===== config.mk =====
export PLATFORM = sky130hd
export DESIGN_NAME = operand_fetch_sequencer_flat
export DESIGN_NICKNAME = d
export VERILOG_FILES = /design/src/rtl/operand_fetch_if.sv /design/src/rtl/operand_fetch_sequencer.sv /design/src/flat_wrapper.sv
export SDC_FILE = /design/constraint.sdc
export NUM_CORES = 1
export LEC_CHECK = 0
export ABC_CLOCK_PERIOD_IN_PS = 8000
export BUFFER_PORTS_ARGS = -buffer_cell sky130_fd_sc_hd__buf_4
export CAP_MARGIN = 5
export CORE_MARGIN = 4
export CORE_UTILIZATION = 30
export CTS_BUF_LIST = sky130_fd_sc_hd__clkbuf_2 sky130_fd_sc_hd__clkbuf_4 sky130_fd_sc_hd__clkbuf_8
export DETAILED_ROUTE_END_ITERATION = 12
export GPL_TIMING_DRIVEN = 0
export REMOVE_ABC_BUFFERS = 1
export SLEW_MARGIN = 10
export SYNTH_ARGS = -nofsm -noshare
export SYNTH_HDL_FRONTEND = slang
export SYNTH_SLANG_ARGS = --single-unit

===== constraint.sdc =====
create_clock -name clk -period 8 [get_ports clk]
set_clock_uncertainty 0.15 [all_clocks]
set_input_delay 1.6 -clock clk [delete_from_list [all_inputs] [get_ports clk]]
set_output_delay 1.6 -clock clk [all_outputs]
set_load 0.1 [all_outputs]

===== src/rtl/operand_fetch_if.sv =====
// Handshake and bus bundle between the operand fetch sequencer and its host/consumers.
// master = the sequencer (drives reads and beat sideband), slave = host and downstream.
interface operand_fetch_if;
  logic        start;
  logic        is_int4;
  logic        hold;
  logic        rd_en;
  logic [6:0]  addr_a;
  logic [10:0] addr_b;
  logic        beat_valid;
  logic        beat_first;
  logic        beat_last;
  logic [1:0]  beat_tile;
  logic [5:0]  beat_col;
  logic        busy;
  logic        done;

  modport master (
    input  start, is_int4, hold,
    output rd_en, addr_a, addr_b, beat_valid, beat_first, beat_last,
           beat_tile, beat_col, busy, done
  );

  modport slave (
    output start, is_int4, hold,
    input  rd_en, addr_a, addr_b, beat_valid, beat_first, beat_last,
           beat_tile, beat_col, busy, done
  );
endinterface


===== src/rtl/operand_fetch_sequencer.sv =====
// Read-side sequencer for the A/B operand SRAMs: walks k, then B column, then A row-tile,
// and delivers a beat-aligned sideband SRAM_LAT cycles after each read.
//
// state | meaning
// IDLE  | waiting for start; accepting start also issues the first read
// ISSUE | one read per cycle while hold=0
// DRAIN | all reads issued, waiting for the final beat to emerge
// DONE  | one-cycle done pulse, busy low
module operand_fetch_sequencer #(
  parameter int SRAM_LAT = 1,
  parameter int N_TILES  = 4,
  parameter int N_COLS   = 64,
  parameter int K_STRIDE = 2
) (
  input  logic             clk,
  input  logic             rst_n,
  operand_fetch_if.master  bus
);

  localparam int KW = (K_STRIDE > 1) ? $clog2(K_STRIDE) : 1;
  localparam logic [1:0]    TILE_LAST = 2'(N_TILES - 1);
  localparam logic [5:0]    COL_LAST  = 6'(N_COLS - 1);
  localparam logic [KW-1:0] K_MAX8    = KW'(K_STRIDE - 1);

  typedef enum logic [1:0] {S_IDLE, S_ISSUE, S_DRAIN, S_DONE} state_t;

  typedef struct packed {
    logic       valid;
    logic       first;
    logic       last;
    logic [1:0] tile;
    logic [5:0] col;
  } beat_t;

  state_t         state_q;
  logic [KW-1:0]  k_q, kmax_q;
  logic [5:0]     col_q;
  logic [1:0]     tile_q;
  logic [6:0]     addr_a_q;
  logic [10:0]    addr_b_q;
  logic           busy_q, done_q;
  beat_t          issue_q;
  beat_t          pipe_q [SRAM_LAT];

  logic [KW-1:0]  k_cur, kmax_cur, k_d;
  logic [5:0]     col_cur, col_d;
  logic [1:0]     tile_cur, tile_d;
  logic [6:0]     addr_a_d;
  logic [10:0]    addr_b_d;
  logic           do_issue, k_last, col_last, tile_last, is_final;
  beat_t          beat_d, beat_out;
  logic           last_emerged;

  // In IDLE the counters are viewed as cleared so the accepting edge issues read 0.
  always_comb begin
    k_cur    = k_q;
    kmax_cur = kmax_q;
    col_cur  = col_q;
    tile_cur = tile_q;
    do_issue = 1'b0;
    case (state_q)
      S_IDLE: begin
        k_cur    = '0;
        col_cur  = '0;
        tile_cur = '0;
        kmax_cur = bus.is_int4 ? '0 : K_MAX8;
        do_issue = bus.start;
      end
      S_ISSUE: do_issue = !bus.hold;
      default: ;
    endcase

    k_last    = (k_cur == kmax_cur);
    col_last  = (col_cur == COL_LAST);
    tile_last = (tile_cur == TILE_LAST);
    is_final  = k_last && col_last && tile_last;

    k_d    = k_last ? '0 : k_cur + 1'b1;
    col_d  = k_last ? (col_last ? '0 : col_cur + 6'd1) : col_cur;
    tile_d = (k_last && col_last) ? tile_cur + 2'd1 : tile_cur;

    addr_a_d = 7'(tile_cur) * 7'(K_STRIDE) + 7'(k_cur);
    addr_b_d = 11'(col_cur) * 11'(K_STRIDE) + 11'(k_cur);

    beat_d = '0;
    if (do_issue) begin
      beat_d.valid = 1'b1;
      beat_d.first = (k_cur == '0);
      beat_d.last  = k_last;
      beat_d.tile  = tile_cur;
      beat_d.col   = col_cur;
    end
  end

  assign beat_out     = pipe_q[SRAM_LAT-1];
  assign last_emerged = beat_out.valid && beat_out.last &&
                        (beat_out.tile == TILE_LAST) && (beat_out.col == COL_LAST);

  always_ff @(posedge clk or negedge rst_n) begin
    if (!rst_n) begin
      state_q  <= S_IDLE;
      k_q      <= '0;
      kmax_q   <= '0;
      col_q    <= '0;
      tile_q   <= '0;
      addr_a_q <= '0;
      addr_b_q <= '0;
      busy_q   <= 1'b0;
      done_q   <= 1'b0;
      issue_q  <= '0;
      for (int i = 0; i < SRAM_LAT; i++) pipe_q[i] <= '0;
    end else begin
      // The pipe shifts unconditionally so hold never stalls reads already in flight.
      issue_q   <= beat_d;
      pipe_q[0] <= issue_q;
      for (int i = 1; i < SRAM_LAT; i++) pipe_q[i] <= pipe_q[i-1];

      if (do_issue) begin
        addr_a_q <= addr_a_d;
        addr_b_q <= addr_b_d;
        k_q      <= k_d;
        col_q    <= col_d;
        tile_q   <= tile_d;
      end

      done_q <= 1'b0;
      case (state_q)
        S_IDLE: begin
          if (bus.start) begin
            state_q <= is_final ? S_DRAIN : S_ISSUE;
            kmax_q  <= kmax_cur;
            busy_q  <= 1'b1;
          end
        end
        S_ISSUE: begin
          if (do_issue && is_final) state_q <= S_DRAIN;
        end
        S_DRAIN: begin
          if (last_emerged) begin
            state_q <= S_DONE;
            done_q  <= 1'b1;
            busy_q  <= 1'b0;
          end
        end
        default: state_q <= S_IDLE;
      endcase
    end
  end

  assign bus.rd_en      = issue_q.valid;
  assign bus.addr_a     = addr_a_q;
  assign bus.addr_b     = addr_b_q;
  assign bus.beat_valid = beat_out.valid;
  assign bus.beat_first = beat_out.first;
  assign bus.beat_last  = beat_out.last;
  assign bus.beat_tile  = beat_out.tile;
  assign bus.beat_col   = beat_out.col;
  assign bus.busy       = busy_q;
  assign bus.done       = done_q;

endmodule


===== src/flat_wrapper.sv =====
// flat-port wrapper written by rule: the top's interface ports become plain ports
module operand_fetch_sequencer_flat 
#(
  parameter int SRAM_LAT = 1,
  parameter int N_TILES  = 4,
  parameter int N_COLS   = 64,
  parameter int K_STRIDE = 2
)
  (clk, rst_n, bus_start, bus_is_int4, bus_hold, bus_rd_en, bus_addr_a, bus_addr_b, bus_beat_valid, bus_beat_first, bus_beat_last, bus_beat_tile, bus_beat_col, bus_busy, bus_done);
  operand_fetch_if bus_i ();
  input  logic clk;
  input  logic rst_n;
  input wire logic [$bits(bus_i.start)-1:0] bus_start;
  input wire logic [$bits(bus_i.is_int4)-1:0] bus_is_int4;
  input wire logic [$bits(bus_i.hold)-1:0] bus_hold;
  output wire logic [$bits(bus_i.rd_en)-1:0] bus_rd_en;
  output wire logic [$bits(bus_i.addr_a)-1:0] bus_addr_a;
  output wire logic [$bits(bus_i.addr_b)-1:0] bus_addr_b;
  output wire logic [$bits(bus_i.beat_valid)-1:0] bus_beat_valid;
  output wire logic [$bits(bus_i.beat_first)-1:0] bus_beat_first;
  output wire logic [$bits(bus_i.beat_last)-1:0] bus_beat_last;
  output wire logic [$bits(bus_i.beat_tile)-1:0] bus_beat_tile;
  output wire logic [$bits(bus_i.beat_col)-1:0] bus_beat_col;
  output wire logic [$bits(bus_i.busy)-1:0] bus_busy;
  output wire logic [$bits(bus_i.done)-1:0] bus_done;
  assign bus_i.start = bus_start;
  assign bus_i.is_int4 = bus_is_int4;
  assign bus_i.hold = bus_hold;
  assign bus_rd_en = bus_i.rd_en;
  assign bus_addr_a = bus_i.addr_a;
  assign bus_addr_b = bus_i.addr_b;
  assign bus_beat_valid = bus_i.beat_valid;
  assign bus_beat_first = bus_i.beat_first;
  assign bus_beat_last = bus_i.beat_last;
  assign bus_beat_tile = bus_i.beat_tile;
  assign bus_beat_col = bus_i.beat_col;
  assign bus_busy = bus_i.busy;
  assign bus_done = bus_i.done;
  operand_fetch_sequencer #(.SRAM_LAT(SRAM_LAT), .N_TILES(N_TILES), .N_COLS(N_COLS), .K_STRIDE(K_STRIDE)) u_core (.clk(clk), .rst_n(rst_n), .bus(bus_i));
endmodule

==> reports/results.ini, run 1 <==
[status]
status=completed

[detailed_routing]
via_count=1281
route.detailed.drc=0
first_iter_violations=28
wl_per_cell_um=14.0
drt_pass1_iterations=4
routed_wl_um=3800
vias_per_cell=4.71
ant_nets=0

[die]
io_pins=37
rows=29
die_h_um=89.3
die_w_um=89.3
core_area_sq_um=6390
initial_core_util_pct=31.0
dieArea_sq_um=7970

[worst_setup_path]
crit_chain=buf_4 -> nor2b_1 -> a21oi_2 -> buf_6 -> inv_1 -> o21ai_0 -> a22o_1
path_class=primary input to flop
critPathBufInv=3
slowest_stage=nor2b_1
cp_top_family=compound AO/OA/AOI/OAI gates
crit_arrival_ps=3220
cp-start-kind=primary input
slowest_delay_ps=500
critical_path_required_ps=8040
critPathCaptureType=flop
path_max_fanout=14

[clocking]
clk_pin_slew_worst_paths_ps=80
cts_tree=built
postCtsHoldBufs=0
clock-root-buffer=clkbuf_8
ctsResizeCount=0
post_cts_buffers=0
htreeDepth=2
cts_sinks=45
cts_buffers=5
clk_path_buf_depth=2
clock_latency_ps=290

[sta]
fin_crit_sh_pct=39.8
rsz0062_at_grt=no
worst_slew_pin_slew_ps=635
finalSetupViolations=0
timing.fmax_ghz=0.314
tns_ps=0
slew_headroom_pct=57.6
drv_slew=0
setup_ws_ps=4820
min_period_ps=3180
hold_violations=0

[yosys]
yosys.area.top_type_share_pct=56.9
synth_edf_count=0
syn-cell-area_sq_um=1980
synth_common_cells=dfrtp_1 (45), nand2_1 (11), o21ai_0 (11)
yosysSeqAreaShare_pct=56.9
ys_async_sr_fraction_pct=100
avgSynthCellArea_sq_um=11.9
synth_top_area_cell=dfrtp_1
ys_warn_count=0
yosysMostFrequentCell=dfrtp_1
ys_types=44
syn_inst=167
yosys_most_used_dff=dfrtp_1
ys_ff_latch=45
ys_top_cells_by_area=dfrtp_1 (57%), ha_1 (4.4%), buf_4 (3.8%)

[grt]
grt_pass1_vias=1279
grt-ovfl-total=0
antenna_found_initial=0
grt_pass1_wl_um=6400
grt_start_max_net_pins=46
grtUsageTotal_pct=10.7

[finish]
antennaDiodeCount=0
drive_above_1_share_pct=23.1
final_cells=272
syn2layout_area_growth_pct=16.4
finalNetCount=206

[run]
maxCapViolCount=0

[placed_design]
dp_slack_ps=4490
place_inst=264
dp_hpwl_um=2830
port_buffers=28
place.gp.congestion=0.792

[min_path]
hold_class=flop to flop

-- routing by layer --
metal  vias to the layer above  GRT usage [%]  part of all wire, %
li1                        624              -                    -
met1                       628           13.2                   45
met2                        22           17.3                   48
met3                         7           3.32                  4.9
met4                         0           4.47                  1.7
met5                         -              0                    0
-- per-stage QoR --
step / hold slack, ps / util [%] / cell area, sq um
6_report: 202 / 36.1 / 2300
5_1_grt: 211 / 36.1 / 2300
4_1_cts: 204 / 36.1 / 2300
3_5_place_dp: 185 / 34.7 / 2220
3_3_place_gp: 182 / 34.5 / 2200
2_1_floorplan: 181 / - / 1900
-- cells in the final DEF (no fill, tap or decap), types with 4 or more instances in the layout --
master and count:
a21o_1 8, a21oi_1 4, and3_1 5, buf_4 28
clkbuf_8 5, conb_1 8, dfrtp_1 45, ha_1 7
inv_1 9, nand2_1 11, nor2_1 5, nor2b_1 6
o21ai_0 11
-- final cells by class --
type / count / area [sq um]
flip-flops and latches: 45 / 1130
multi-input cells: 104 / 741
clock buffers: 6 / 76.3
well taps: 77 / 96.3
inverters: 9 / 33.8
repair buffers: 29 / 221
fillers: 629 / 4080
clock inverters: 2 / 10.0
-- registers in the layout, indices dropped and copies added, names as in the netlist --
register               count
u_core.issue_q            10
u_core.bus.addr_b          6
u_core.bus.beat_col        6
u_core.col_q               6
u_core.bus.addr_a          3
u_core.bus.beat_tile       2
u_core.state_q             2
u_core.tile_q              2
u_core.bus.beat_first      1
u_core.bus.beat_last       1
u_core.bus.beat_valid      1
u_core.bus.busy            1
u_core.bus.done            1
u_core.bus.rd_en           1
u_core.k_q                 1
u_core.kmax_q              1
-- cell families (layout without fill, tap and decap cells) --
logic type,count (synthesis),count (layout),share of synthesized area [%]
and+or+nand+nor,46,46,14.3
buffers and inverters,25,46,7.26
adders and majority gates,7,7,4.42
xor gates and xnor gates,1,1,0.442
muxes,4,4,2.34
DFF,45,45,56.9
other,1,8,0.189
AOI/OAI and AO/OA,38,38,14.2
-- final timing paths --
kind	from	end	slack, ps	cells past startpoint
max	bus_hold	u_core.col_q[0]	4820	7
min	u_core.issue_q[9]	u_core.bus.beat_first	200	0
max reg2reg	u_core.state_q[0]	u_core.state_q[1]	5040	9
min reg2reg	u_core.issue_q[9]	u_core.bus.beat_first	200	0
max in group asynchronous	rst_n	u_core.bus.done	6190	1
min in group asynchronous	rst_n	u_core.issue_q[2]	1150	1
Power of run 1 is left out: the tool's default activity adds up to more than one toggle a clock period on the data nets, which glitch-free logic cannot reach.
==> run 2: changes to the inputs <==
- ABC_AREA: unset -> 1
- ABC_CLOCK_PERIOD_IN_PS: 8000 -> 2900
- clock period: 8 -> 2.9 ns (I/O delays scaled with it)
==> reports/results.ini, run 2 <==
[placed_design]
port_buffers=28
placed_area_sq_um=2190
place_inst=300
dp_hpwl_um=2540
place.gp.congestion=0.796

[clocking]
cts_sinks=45
ctsResizeCount=0
clk_pin_slew_worst_paths_ps=80
cts_buffers=5
clock-root-buffer=clkbuf_8
clk_path_buf_depth=2
post_cts_buffers=0
postCtsHoldBufs=0
cts_tree=built
clock_latency_ps=300
htreeDepth=2

[sta]
hold_violations=0
worst_slew_pin_slew_ps=582
min_period_ps=2520
timing.fmax_ghz=0.397
rsz0062_at_grt=no
finalSetupViolations=0
finalHoldWorstSlack_ps=111
fin_crit_sh_pct=86.9
slew_headroom_pct=61.2
drv_slew=0
tns_ps=0

[finish]
layout_commonest_cell=nand2_1
drive_above_1_share_pct=22.1
layout_common_cells=nand2_1 (46), dfrtp_1 (45), buf_4 (28)
syn2layout_area_growth_pct=16.0
antennaDiodeCount=0
fillerInstances=642
final_cells=308
largest_reg_flops=10
finalNetCount=242
top_register=u_core.issue_q
final_cell_area_sq_um=2280

[yosys]
yosys_most_used_dff=dfrtp_1
avgSynthCellArea_sq_um=9.79
synth_common_cells=nand2_1 (46), dfrtp_1 (45), inv_1 (23)
yosysMostFrequentCell=nand2_1
yosys.area.top_type_share_pct=57.3
syn_inst=201
ys_async_sr_fraction_pct=100
synth_edf_count=0
syn-cell-area_sq_um=1970
yosysSeqAreaShare_pct=57.3
synth_top_area_cell=dfrtp_1
ys_top_cells_by_area=dfrtp_1 (57%), nand2_1 (8.8%), ha_1 (4.5%)
ys_types=28
ys_ff_latch=45
ys_warn_count=0

[worst_setup_path]
path_max_fanout=8
cp_top_family=adder cells
slowest_stage=ha_1
critPathBufInv=3
critPathCaptureType=flop
slowest_delay_ps=550
crit_arrival_ps=2570
path_class=flop to flop
cp-start-kind=flop
critical_path_required_ps=2950
crit_chain=inv_1 -> ha_1 -> clkinv_4 -> nand2_1 -> ha_1 -> inv_1 -> nor2_4 -> nand4_1 -> nand2_1 -> nand2_1 -> nand2_1 -> nand2_1
crit_top_cell=nand2_1

[pwr]
switching_share_pct=51.6
finalPower_mw=2.56
ir_worst_vdd_mv=0.620
p_int_mw=1.24
power_density_nw_per_um2=1120
switchingPower_mw=1.32
p_comb_share_pct=51.9
p_clk_share_pct=15.2
leakage_nw=1.19
seq_power_share_pct=32.9

[detailed_routing]
wl_per_cell_um=11.0
routed_wl_um=3370
ant_nets=0
via_count=1303
vias_per_cell=4.23
drt_pass1_iterations=5
first_iter_violations=64
route.detailed.drc=0

[die]
io_pins=37
rows=29
die_h_um=89.0
die_w_um=89.0
core_area_sq_um=6350
dieArea_sq_um=7920
initial_core_util_pct=31.0

[grt]
grt_start_max_net_pins=46
grt_pass1_vias=1231
grt_pass1_wl_um=5780
antenna_found_initial=0
grtUsageTotal_pct=9.75
grt-ovfl-total=0

[run]
maxCapViolCount=0

[min_path]
hold_class=primary input to async pin

[status]
status=completed

## run 2: cell count changes after synthesis, sizes merged, moves of 5 or more
cell | previous run | this run
a21o | 8 | 1
and3 | 5 | 0
inv | 9 | 24
nand2 | 12 | 49
nand3 | 1 | 7
nor2 | 5 | 25
nor2b | 6 | 0
## run 2: kinds of logic (layout without fill, tap and decap cells)
kind of cell	after synthesis	count (layout)	share of synthesized area (%)
flops	45	45	57.3
compound gates	24	24	6.81
other cells	1	8	0.191
xor+xnor	2	2	0.891
simple gates	83	83	19.3
fa+ha+maj	7	7	4.45
buf+inv	38	61	10.6
mux	1	1	0.572
## run 2: worst paths after layout
path	start	endpoint	slack, ps	cells past startpoint
worst max-delay path	u_core.state_q[1]	u_core.state_q[0]	380	12
worst min-delay path	rst_n	u_core.bus.beat_last	110	1
worst max register to register	u_core.state_q[1]	u_core.state_q[0]	380	12
worst min register to register	u_core.issue_q[1]	u_core.bus.beat_col[1]	200	0
max in group asynchronous	rst_n	u_core.bus.addr_a[1]	2110	1
min in group clk	u_core.issue_q[1]	u_core.bus.beat_col[1]	200	0
## run 2: power groups by stage
stage	logic, mW	clock network (mW)	registers, mW
after global routing	1.44	0.437	0.862
after floorplan	0.574	0	1.35
after CTS	1.35	0.404	0.847
final	1.33	0.388	0.844
after detailed placement	1.35	0	0.860
after global placement	1.34	0	0.852
## run 2: worst reg2reg max path: stages (launching register included)
cell and delay [ps]:
dfrtp_1 400, inv_1 130, ha_1 550, clkinv_4 180, nand2_1 100, ha_1 220
inv_1 110, nor2_4 160, nand4_1 100, nand2_1 120, nand2_1 80, nand2_1 70
nand2_1 40
## run 2: area by class of cell
cell class | instances | area, sq um | share of cell area [%]
Sequential cell | 45 | 1130 | 49.4
Multi-Input combinational cell | 125 | 659 | 28.9
Timing Repair Buffer | 28 | 210 | 9.22
Inverter | 25 | 98.8 | 4.33
Tap cell | 77 | 96.3 | 4.22
Clock buffer | 5 | 68.8 | 3.02
Clock inverter | 3 | 21.3 | 0.933
## run 2: per-stage QoR
step / setup WS (ps) / util [%]
after global placement: 378 / 34.5
after floorplan: 677 / -
after CTS: 343 / 35.9
after detailed placement: 354 / 34.5
after global routing: 156 / 35.9
final: 380 / 35.9
## run 2: routing by layer
layer | part of all wire, % | track usage, % | routed length (um)
met2 | 48 | 16.1 | 1610
met3 | 7.1 | 3.59 | 240
met5 | 0 | 0 | 0
met4 | 1.3 | 4.06 | 43
met1 | 44 | 11.5 | 1480
Note: power is estimated with default switching activity, not from simulation.
==> run 3: changes to the inputs <==
- ABC_AREA: 1 -> 0
==> reports/results.ini, run 3 (synthesis results as in run 1) <==
[sta]
finalSetupViolations=0
drv_slew=0
timing.fmax_ghz=0.381
hold_violations=0
finalHoldWorstSlack_ps=125
slew_headroom_pct=58.7
min_period_ps=2630
rsz0062_at_grt=no
worst_slew_pin_slew_ps=619
fin_crit_sh_pct=90.5
setup_ws_ps=274

[grt]
grt-ovfl-total=0
antenna_found_initial=0
grtUsageMet2_pct=17.3
met1_usage_pct=13.2
grt_start_max_net_pins=46
grt_use_met3_pct=3.32
grt_pass1_wl_um=6420
grtUsageTotal_pct=10.7
grt.busiest_layer=met2
grt_pass1_vias=1280

[worst_setup_path]
r2r_start=u_core.state_q[0]
r2r_cells=9
path_class=flop to flop
crit_arrival_ps=2660
critPathLaunch=u_core.state_q[0]
critPathCaptureType=flop
critical_path_required_ps=2930
r2r-end=u_core.state_q[1]
cp-start-kind=flop
path_max_fanout=9
worstSetupEndpoint=u_core.state_q[1]
regToRegSetupSlack_ps=270

[clocking]
cts_sinks=45
clk_path_buf_depth=2
clk_pin_slew_worst_paths_ps=80
clock-root-buffer=clkbuf_8
cts_tree=built
cts_buffers=5
clock_latency_ps=290
post_cts_buffers=0
htreeDepth=2

[detailed_routing]
routed_wl_um=3830
first_iter_violations=34
ant_nets=0
drt_pass1_iterations=4
wl_per_cell_um=14.1
vias_per_cell=4.73
route.detailed.drc=0
via_count=1286

[placed_design]
place.gp.congestion=0.792
place_inst=264
port_buffers=28
placed_area_sq_um=2220
dp_hpwl_um=2830
dp_slack_ps=-58.8

[min_path]
hold_class=primary input to async pin

[finish]
top_register=u_core.issue_q
final_cells=272
finalNetCount=206
layout_common_cells=dfrtp_1 (45), buf_4 (28), nand2_1 (11), o21ai_0 (11)
final_cell_area_sq_um=2330
largest_reg_flops=10
syn2layout_area_growth_pct=17.4
layout_commonest_cell=dfrtp_1
drive_above_1_share_pct=25.1
antennaDiodeCount=0

[die]
die_h_um=89.3
core_area_sq_um=6390
dieArea_sq_um=7970
die_w_um=89.3
initial_core_util_pct=31.0
rows=29
io_pins=37

[run]
maxCapViolCount=0

[status]
status=completed

[run 3: worst max-delay path, cell delays in order, from the launching register on]
cell,delay (ps)
dfrtp_1,400
inv_1,160
ha_2,310
nor2_1,70
a21oi_1,260
ha_2,400
nand2_1,140
a2111oi_4,50
o221ai_2,240
mux2_4,320
[run 3: worst min-delay path by stage]
stage                           start                     to
floorplan                       rst_n   u_core.bus.addr_a[0]
global placement    u_core.issue_q[9]  u_core.bus.beat_first
detailed placement  u_core.issue_q[8]   u_core.bus.beat_last
CTS                             rst_n      u_core.issue_q[2]
global route                    rst_n   u_core.bus.addr_b[6]
finish                          rst_n  u_core.bus.beat_valid
[run 3: final cells by class]
cell class | instances | area, sq um
fillers | 624 | 4060
flip-flops and latches | 45 | 1130
multi-input cells | 104 | 758
repair buffers | 29 | 221
well taps | 77 | 96.3
clock buffers | 6 | 76.3
inverters | 9 | 37.5
clock inverters | 2 | 10.0
[run 3: timing repair]
item	CTS	global route
pin swaps	0	0
gates resized for setup	1	4
hold buffers	0	0
cloned	0	0
setup endpoints to repair	2	3
[run 3: through the flow]
step                util [%]  TNS (ps)
global placement        34.5     -1180
global route            36.4         0
floorplan                  -         0
finish                  36.4         0
CTS                     36.1         0
detailed placement      34.7     -75.5
[run 3: layer usage]
layer / part of all wire [%] / wire (um) / vias to the layer above
met5: 0 / 0 / -
met4: 1.7 / 65 / 0
met3: 4.8 / 184 / 7
met2: 48 / 1840 / 22
met1: 45 / 1740 / 633
li1: - / - / 624
Power of run 3 is left out for the same reason.
